## config.mk

```make
export PLATFORM = sky130hd
export DESIGN_NAME = einstein_kbd_matrix
export DESIGN_NICKNAME = d
export VERILOG_FILES = /design/src/rtl/einstein_kbd_matrix.sv
export SDC_FILE = /design/constraint.sdc
export NUM_CORES = 1
export LEC_CHECK = 0
export CORE_AREA = 2 2 119 121
export CTS_CLUSTER_DIAMETER = 150
export DETAILED_ROUTE_END_ITERATION = 12
export DIE_AREA = 0 0 121 123
export PLACE_DENSITY = 0.8
export SLEW_MARGIN = 20
export SYNTH_ARGS = -nofsm -noshare
export SYNTH_HDL_FRONTEND = slang
export SYNTH_SLANG_ARGS = --single-unit
```

## constraint.sdc

```tcl
create_clock -name clk_sys -period 4.5 [get_ports clk_sys]
set_clock_uncertainty 0.1 [all_clocks]
set_input_delay 0.9 -clock clk_sys [delete_from_list [all_inputs] [get_ports clk_sys]]
set_output_delay 0.9 -clock clk_sys [all_outputs]
set_load 0.01 [all_outputs]
```

## src/rtl/einstein_kbd_matrix.sv

```systemverilog
// einstein_kbd_matrix: turns ps2_key events into the Einstein 8x8 key matrix, modifier lines and PSG column return.
// Optional Ctrl+Alt+Del soft reset request is compiled in when KBD_RESET_KEY_EN is defined.
module einstein_kbd_matrix #(
    parameter logic [15:0] MIN_HOLD   = 16'd40000,
    parameter int          RELQ_DEPTH = 4
) (
    input  logic        clk_sys,
    input  logic        reset,
    input  logic [10:0] ps2_key,
    input  logic [7:0]  kb_row,
    output logic [7:0]  kb_col,
    output logic        kb_shift,
    output logic        kb_ctrl,
    output logic        kb_graph,
    output logic        soft_rst_req
);
    localparam int          QW    = (RELQ_DEPTH > 1) ? $clog2(RELQ_DEPTH) : 1;
    localparam logic [QW:0] QFULL = (QW+1)'(RELQ_DEPTH);
    localparam logic [QW:0] QZERO = {(QW+1){1'b0}};

    typedef enum logic [1:0] {ST_IDLE = 2'd0, ST_WAIT = 2'd1, ST_POP = 2'd2} drain_state_e;

    // {hit, row[2:0], col[2:0]} for each mapped {E0, scancode}
    function automatic logic [6:0] kbd_decode(input logic ext, input logic [7:0] code);
        logic [6:0] res;
        res = 7'd0;
        case ({ext, code})
            9'h05A: res = {1'b1, 3'd0, 3'd7};
            9'h016: res = {1'b1, 3'd1, 3'd0};
            9'h01E: res = {1'b1, 3'd1, 3'd1};
            9'h026: res = {1'b1, 3'd1, 3'd2};
            9'h025: res = {1'b1, 3'd1, 3'd3};
            9'h02E: res = {1'b1, 3'd1, 3'd4};
            9'h036: res = {1'b1, 3'd1, 3'd5};
            9'h03D: res = {1'b1, 3'd1, 3'd6};
            9'h03E: res = {1'b1, 3'd1, 3'd7};
            9'h172: res = {1'b1, 3'd2, 3'd3};
            9'h174: res = {1'b1, 3'd2, 3'd4};
            9'h171: res = {1'b1, 3'd2, 3'd5};
            9'h175: res = {1'b1, 3'd2, 3'd6};
            9'h16B: res = {1'b1, 3'd2, 3'd7};
            9'h01C: res = {1'b1, 3'd3, 3'd1};
            9'h015: res = {1'b1, 3'd4, 3'd0};
            9'h01D: res = {1'b1, 3'd4, 3'd1};
            9'h024: res = {1'b1, 3'd4, 3'd2};
            9'h029: res = {1'b1, 3'd7, 3'd0};
            default: res = 7'd0;
        endcase
        return res;
    endfunction

    logic         old_toggle_r;
    logic         lshift_r, rshift_r, ctrl_r, alt_r;
    logic [7:0]   matrix_r [8];
    logic [15:0]  hold_cnt_r;
    logic [5:0]   q_key_r [RELQ_DEPTH];
    logic [RELQ_DEPTH-1:0] q_vld_r;
    logic [QW-1:0] rd_ptr_r, wr_ptr_r;
    logic [QW:0]  count_r;
    drain_state_e state_r, state_nx_s;

    logic         event_s, press_s, key_hit_s, key_press_s, key_rel_s;
    logic         rel_now_s, push_s, pop_s, pop_clr_s, hold_zero_s, q_empty_s;
    logic         lshift_nx_s, rshift_nx_s, ctrl_nx_s, alt_nx_s;
    logic [6:0]   decode_s;
    logic [5:0]   key_idx_s, head_key_s;
    logic [QW:0]  count_nx_s;
    logic [7:0]   col_s;

    // Event detect, decode, modifier next state and release-queue control
    always_comb begin
        event_s     = ps2_key[10] != old_toggle_r;
        press_s     = ps2_key[9];
        decode_s    = kbd_decode(ps2_key[8], ps2_key[7:0]);
        key_idx_s   = decode_s[5:0];
`ifdef KBD_RESET_KEY_EN
        key_hit_s   = decode_s[6] && !(ps2_key[8] && ps2_key[7:0] == 8'h71);
`else
        key_hit_s   = decode_s[6];
`endif
        key_press_s = event_s && key_hit_s && press_s;
        key_rel_s   = event_s && key_hit_s && !press_s;
        lshift_nx_s = (event_s && !ps2_key[8] && ps2_key[7:0] == 8'h12) ? press_s : lshift_r;
        rshift_nx_s = (event_s && !ps2_key[8] && ps2_key[7:0] == 8'h59) ? press_s : rshift_r;
        ctrl_nx_s   = (event_s && ps2_key[7:0] == 8'h14) ? press_s : ctrl_r;
        alt_nx_s    = (event_s && ps2_key[7:0] == 8'h11) ? press_s : alt_r;
        hold_zero_s = hold_cnt_r == 16'd0;
        q_empty_s   = count_r == QZERO;
        head_key_s  = q_key_r[rd_ptr_r];
        rel_now_s   = key_rel_s && hold_zero_s && q_empty_s;
        push_s      = key_rel_s && !rel_now_s;
        // a push into a full queue retires the oldest entry in the same cycle
        pop_s       = (push_s && count_r == QFULL) || (state_r == ST_POP && !q_empty_s);
        pop_clr_s   = pop_s && q_vld_r[rd_ptr_r];
        count_nx_s  = count_r + (QW+1)'(push_s) - (QW+1)'(pop_s);
    end

    // Drain state machine next state
    always_comb begin
        state_nx_s = state_r;
        case (state_r)
            ST_IDLE: state_nx_s = q_empty_s ? ST_IDLE : ST_WAIT;
            ST_WAIT: state_nx_s = hold_zero_s ? ST_POP : ST_WAIT;
            ST_POP: begin
                if (key_press_s) begin
                    state_nx_s = ST_WAIT;
                end else if (count_nx_s == QZERO) begin
                    state_nx_s = ST_IDLE;
                end else begin
                    // hold_cnt is still zero, so keep draining back-to-back
                    state_nx_s = hold_zero_s ? ST_POP : ST_WAIT;
                end
            end
            default: state_nx_s = ST_IDLE;
        endcase
    end

    // Column return: a column is low when any selected row has that key down
    always_comb begin
        col_s = 8'hFF;
        for (int c = 0; c < 8; c++) begin
            for (int r = 0; r < 8; r++) begin
                col_s[c[2:0]] = col_s[c[2:0]] & (kb_row[r[2:0]] | ~matrix_r[r[2:0]][c[2:0]]);
            end
        end
    end

    // Toggle tracking, modifier state and registered scan outputs
    always_ff @(posedge clk_sys) begin
        old_toggle_r <= ps2_key[10];
        if (reset) begin
            {lshift_r, rshift_r, ctrl_r, alt_r} <= 4'b0000;
            {kb_shift, kb_ctrl, kb_graph}       <= 3'b111;
            kb_col                               <= 8'hFF;
        end else begin
            {lshift_r, rshift_r, ctrl_r, alt_r} <= {lshift_nx_s, rshift_nx_s, ctrl_nx_s, alt_nx_s};
            kb_shift <= ~(lshift_nx_s | rshift_nx_s);
            kb_ctrl  <= ~ctrl_nx_s;
            kb_graph <= ~alt_nx_s;
            kb_col   <= col_s;
        end
    end

    // Key matrix; a press in the same cycle as a clear of the same key wins
    always_ff @(posedge clk_sys) begin
        if (reset) begin
            for (int r = 0; r < 8; r++) matrix_r[r[2:0]] <= 8'h00;
        end else begin
            if (pop_clr_s) matrix_r[head_key_s[5:3]][head_key_s[2:0]] <= 1'b0;
            if (rel_now_s) matrix_r[key_idx_s[5:3]][key_idx_s[2:0]] <= 1'b0;
            if (key_press_s) matrix_r[key_idx_s[5:3]][key_idx_s[2:0]] <= 1'b1;
        end
    end

    // Deferred-release FIFO; a new press cancels any queued release of that key
    always_ff @(posedge clk_sys) begin
        if (reset) begin
            for (int i = 0; i < RELQ_DEPTH; i++) q_key_r[i[QW-1:0]] <= 6'd0;
            q_vld_r  <= {RELQ_DEPTH{1'b0}};
            rd_ptr_r <= {QW{1'b0}};
            wr_ptr_r <= {QW{1'b0}};
            count_r  <= QZERO;
        end else begin
            for (int i = 0; i < RELQ_DEPTH; i++) begin
                if (key_press_s && q_key_r[i[QW-1:0]] == key_idx_s) q_vld_r[i[QW-1:0]] <= 1'b0;
            end
            if (pop_s) rd_ptr_r <= rd_ptr_r + QW'(1);
            if (push_s) begin
                q_key_r[wr_ptr_r] <= key_idx_s;
                q_vld_r[wr_ptr_r] <= 1'b1;
                wr_ptr_r          <= wr_ptr_r + QW'(1);
            end
            count_r <= count_nx_s;
        end
    end

    // Minimum-visible hold counter and drain state register
    always_ff @(posedge clk_sys) begin
        if (reset) begin
            hold_cnt_r <= 16'd0;
            state_r    <= ST_IDLE;
        end else begin
            if (key_press_s) hold_cnt_r <= MIN_HOLD;
            else if (!hold_zero_s) hold_cnt_r <= hold_cnt_r - 16'd1;
            state_r <= state_nx_s;
        end
    end

`ifdef KBD_RESET_KEY_EN
    logic del_fire_s, del_fire_r;

    // Ctrl+Alt+Del detect, one-cycle request two cycles after the Del event
    always_comb begin
        del_fire_s = event_s && press_s && ps2_key[8] && ps2_key[7:0] == 8'h71 && ctrl_r && alt_r;
    end

    // Soft reset request pipeline
    always_ff @(posedge clk_sys) begin
        if (reset) begin
            del_fire_r   <= 1'b0;
            soft_rst_req <= 1'b0;
        end else begin
            del_fire_r   <= del_fire_s;
            soft_rst_req <= del_fire_r;
        end
    end
`else
    // Soft reset request is unused in this build
    always_ff @(posedge clk_sys) begin
        soft_rst_req <= 1'b0;
    end
`endif

endmodule

```

==> impl_metrics.tcl <==
set metrics [dict create \
    max-slew-margin-rel_pct 50.1 \
    yosysUniqueCellTypes 69 \
    syn_area_sq_um 7360 \
    sw_frac_of_total_pct 27.9 \
    path_cells "clkdlybuf4s50_1 -> buf_4 -> nand3_1 -> nor3_1 -> or4_4 -> or4_4 -> o21bai_4 -> inv_4 -> ha_4 -> inv_2 -> ha_4 -> fa_2 -> xnor2_2 -> xnor2_1 -> nor3_1 -> nor2_1 -> o21ai_1 -> a31oi_1" \
    tightest_slew_ns 0.739 \
    switching_power_w 0.000992 \
    wl_per_cell_microns 18.9 \
    gp_congestion 0.923 \
    grt_pass1_wl_microns 31900 \
    ys.flop_type "edfxtp_1" \
    firstDrtPassIters 5 \
    ys_ff_latch 135 \
    status "finished, final reports clean" \
    ioPinCount 33 \
    path_clk_slew_ns 0.06 \
    clockBufferDepth 2 \
    initial_core_util_pct 54.0 \
    cp_slowest_stage_delay_ns 0.55 \
    yosys_warnings 0 \
    die_h_microns 123 \
    required_ns 4.71 \
    dp.cells 1024 \
    via_count 6326 \
    p_leak_nw 3.54 \
    layout_common_cells "88 x edfxtp_1, 84 x nor2_1, 81 x inv_1" \
    synthArstFlopShare_pct 0 \
    dieArea_sq_um 14900 \
    instances_no_fill 1057 \
    clkSinkCount 135 \
    maxCapViolCount 0 \
    place_hpwl_microns 14200 \
    critical_path.slowest_cell "or4_4" \
    clkPwrFrac_pct 39.7 \
    rows 43 \
    clk_latency_ns 0.43 \
    drive_gt1_share_pct 16.2 \
    min_period_ns 4.33 \
    clock.fmax_mhz 231 \
    antenna_found_initial 0 \
    grt_use_total_pct 28.3 \
    drv_slew 0 \
    fin_crit_sh_pct 96.1 \
    hp-class "reg2reg" \
    drt_iter0_markers 620 \
    grt_start_max_net_pins 51 \
    port_buffers 31 \
    totalWireLength_microns 20000 \
    avgViaCountPerCell 5.98 \
    p_per_area_nw_per_um2 394 \
    ys_seq_area_share_pct 48.7 \
    setup_violations 0 \
    worst_setup_path_start_kind "input port" \
    internal_power_w 0.00256 \
    design.core.area_sq_um 13600 \
    vdd_drop_max_mv 0.488 \
    cp_top_family "simple AND/OR/NAND/NOR gates" \
    worstSetupPathType "in2reg" \
    syn_inst 755 \
    grt_overflow_total 0 \
    cts-root-buf "clkbuf_16" \
    nFillCells 982 \
    area_growth_pct 22.8 \
    crit_arrival_ns 4.54 \
    postRouteAntennaNets 0 \
    grt_pass1_vias 6411 \
    finish.utilization_pct 66.3 \
    rsz0062_at_grt "no" \
    drc 0 \
    path_buf_inv 4 \
    antenna_cells 0 \
    power_frac_seq_pct 42.3 \
    end_kind "register" \
    comb_power_share_pct 18.0 \
    synth_edf_count 88 \
    synth.avg_cell_area_sq_um 9.74 \
    finalNetCount 893 \
    hold_viol_final 0 \
    cp_max_fo 4 \
    die_w_microns 121 \
    cts_tree "done" \
    htreeDepth 4 \
    layout_commonest_cell "edfxtp_1" \
    numCtsBuffers 17 \
]
cell type report:
type                            instances  area [sq um]  share of cell area, %
Sequential cell                       135          3580                   39.7
Multi-Input combinational cell        527          3480                   38.5
Clock buffer                           20           458                   5.07
Clock inverter                         12           140                   1.55
Timing Repair Buffer                  100           833                   9.23
Tap cell                              180           225                   2.49
Inverter                               83           314                   3.48
final timing paths:
path                 start             to  slack (ns)  depth (start not counted)
max reg2reg  hold_cnt_r[4]     state_r[0]        0.61                         16
min reg2reg  hold_cnt_r[3]  hold_cnt_r[3]        0.42                          2
min          hold_cnt_r[3]  hold_cnt_r[3]        0.42                          2
max             ps2_key[8]     state_r[0]        0.17                         18
cells by family after synthesis:
group	synth area share, %
and+or+nand+nor	19.1
AOI/OAI and AO/OA	16.0
buffers and inverters	7.42
DFF	48.7
xor gates and xnor gates	4.05
muxes	3.25
adders and majority gates	1.46
other	0.0510
metrics by stage:
step / power, W / setup TNS (ns) / hold WS, ns / setup slack, ns / area (sq um)
floorplan: 0.00196 / -0.0350 / 0.352 / -0.0216 / 7600
global placement: 0.00210 / -0.478 / 0.372 / -0.241 / 8390
detailed placement: 0.00215 / -0.648 / 0.391 / -0.329 / 8390
CTS: 0.00356 / 0 / 0.418 / 0.113 / 8990
global route: 0.00369 / 0 / 0.433 / 0.0149 / 9030
finish: 0.00356 / 0 / 0.422 / 0.174 / 9030
state kept, by name, summed over array words and instances (netlist names), named ones only:
register      flops
matrix_r         64
q_key_r          24
hold_cnt_r       16
kb_col            8
q_vld_r           4
count_r           3
rd_ptr_r          2
state_r           2
wr_ptr_r          2
alt_r             1
ctrl_r            1
kb_ctrl           1
kb_graph          1
kb_shift          1
lshift_r          1
old_toggle_r      1
rshift_r          1
what timing repair did:
action	in CTS	in global routing
setup buffers	0	1
endpoints found under the hold margin	0	0
hold buffers	0	0
setup endpoints to repair	0	2
resized for setup	0	7
synth_stat cells (3+ instances only):
| master | instances | area (sq um) |
|---|---|---|
| o211ai_1 | 4 | 30.0 |
| inv_1 | 83 | 312 |
| and3_1 | 3 | 18.8 |
| clkbuf_1 | 37 | 139 |
| o41ai_1 | 18 | 158 |
| o21ai_0 | 28 | 140 |
| mux4_2 | 7 | 158 |
| or3_1 | 23 | 144 |
| xor2_1 | 6 | 52.6 |
| or2_2 | 4 | 25.0 |
| a21oi_1 | 12 | 60.1 |
| a31o_2 | 4 | 35.0 |
| edfxtp_1 | 88 | 2640 |
| a21o_1 | 16 | 120 |
| o21a_1 | 4 | 30.0 |
| nand2b_1 | 14 | 87.6 |
| a221o_1 | 11 | 110 |
| nor3_1 | 31 | 155 |
| buf_2 | 10 | 50.1 |
| nand3b_1 | 7 | 52.6 |
| nand4_1 | 7 | 43.8 |
| nand2_1 | 16 | 60.1 |
| o21ai_1 | 7 | 35.0 |
| ha_1 | 7 | 87.6 |
| nand3_1 | 11 | 55.1 |
| dfxtp_1 | 47 | 941 |
| xnor2_1 | 28 | 245 |
| or4_1 | 5 | 37.5 |
| a211o_1 | 7 | 61.3 |
| mux2i_1 | 7 | 70.1 |
| nor3b_1 | 5 | 37.5 |
| o22ai_1 | 32 | 200 |
| nor2_1 | 84 | 315 |
| o2111ai_1 | 4 | 35.0 |
| nor4_1 | 14 | 87.6 |
| or4b_1 | 3 | 30.0 |
| nor2b_1 | 15 | 93.8 |
| buf_1 | 5 | 18.8 |
| or3b_2 | 3 | 26.3 |
power groups by stage:
stage	clock, W	combinational [W]	sequential (W)
floorplan	0	0.000453	0.00151
global placement	0	0.000579	0.00152
detailed placement	0	0.000621	0.00153
CTS	0.00143	0.000634	0.00150
global route	0.00148	0.000706	0.00151
finish	0.00141	0.000641	0.00150
worst reg2reg max path, delay by kind of cell (launching register included):
family          cells  cell delay, ns
simple gates        5            1.67
fa+ha+maj           3            0.69
compound gates      4            0.49
flops               1            0.35
xor+xnor            2            0.28
buf+inv             2            0.22
layer usage:
| layer | routed length, microns | GRT usage [%] | vias up |
|---|---|---|---|
| li1 | - | - | 2913 |
| met2 | 10000 | 48.3 | 305 |
| met5 | 0 | 0 | - |
| met1 | 7500 | 33.3 | 3053 |
| met4 | 789 | 15.5 | 0 |
| met3 | 1630 | 6.23 | 55 |
No activity file was read; power rests on OpenSTA's default activity.
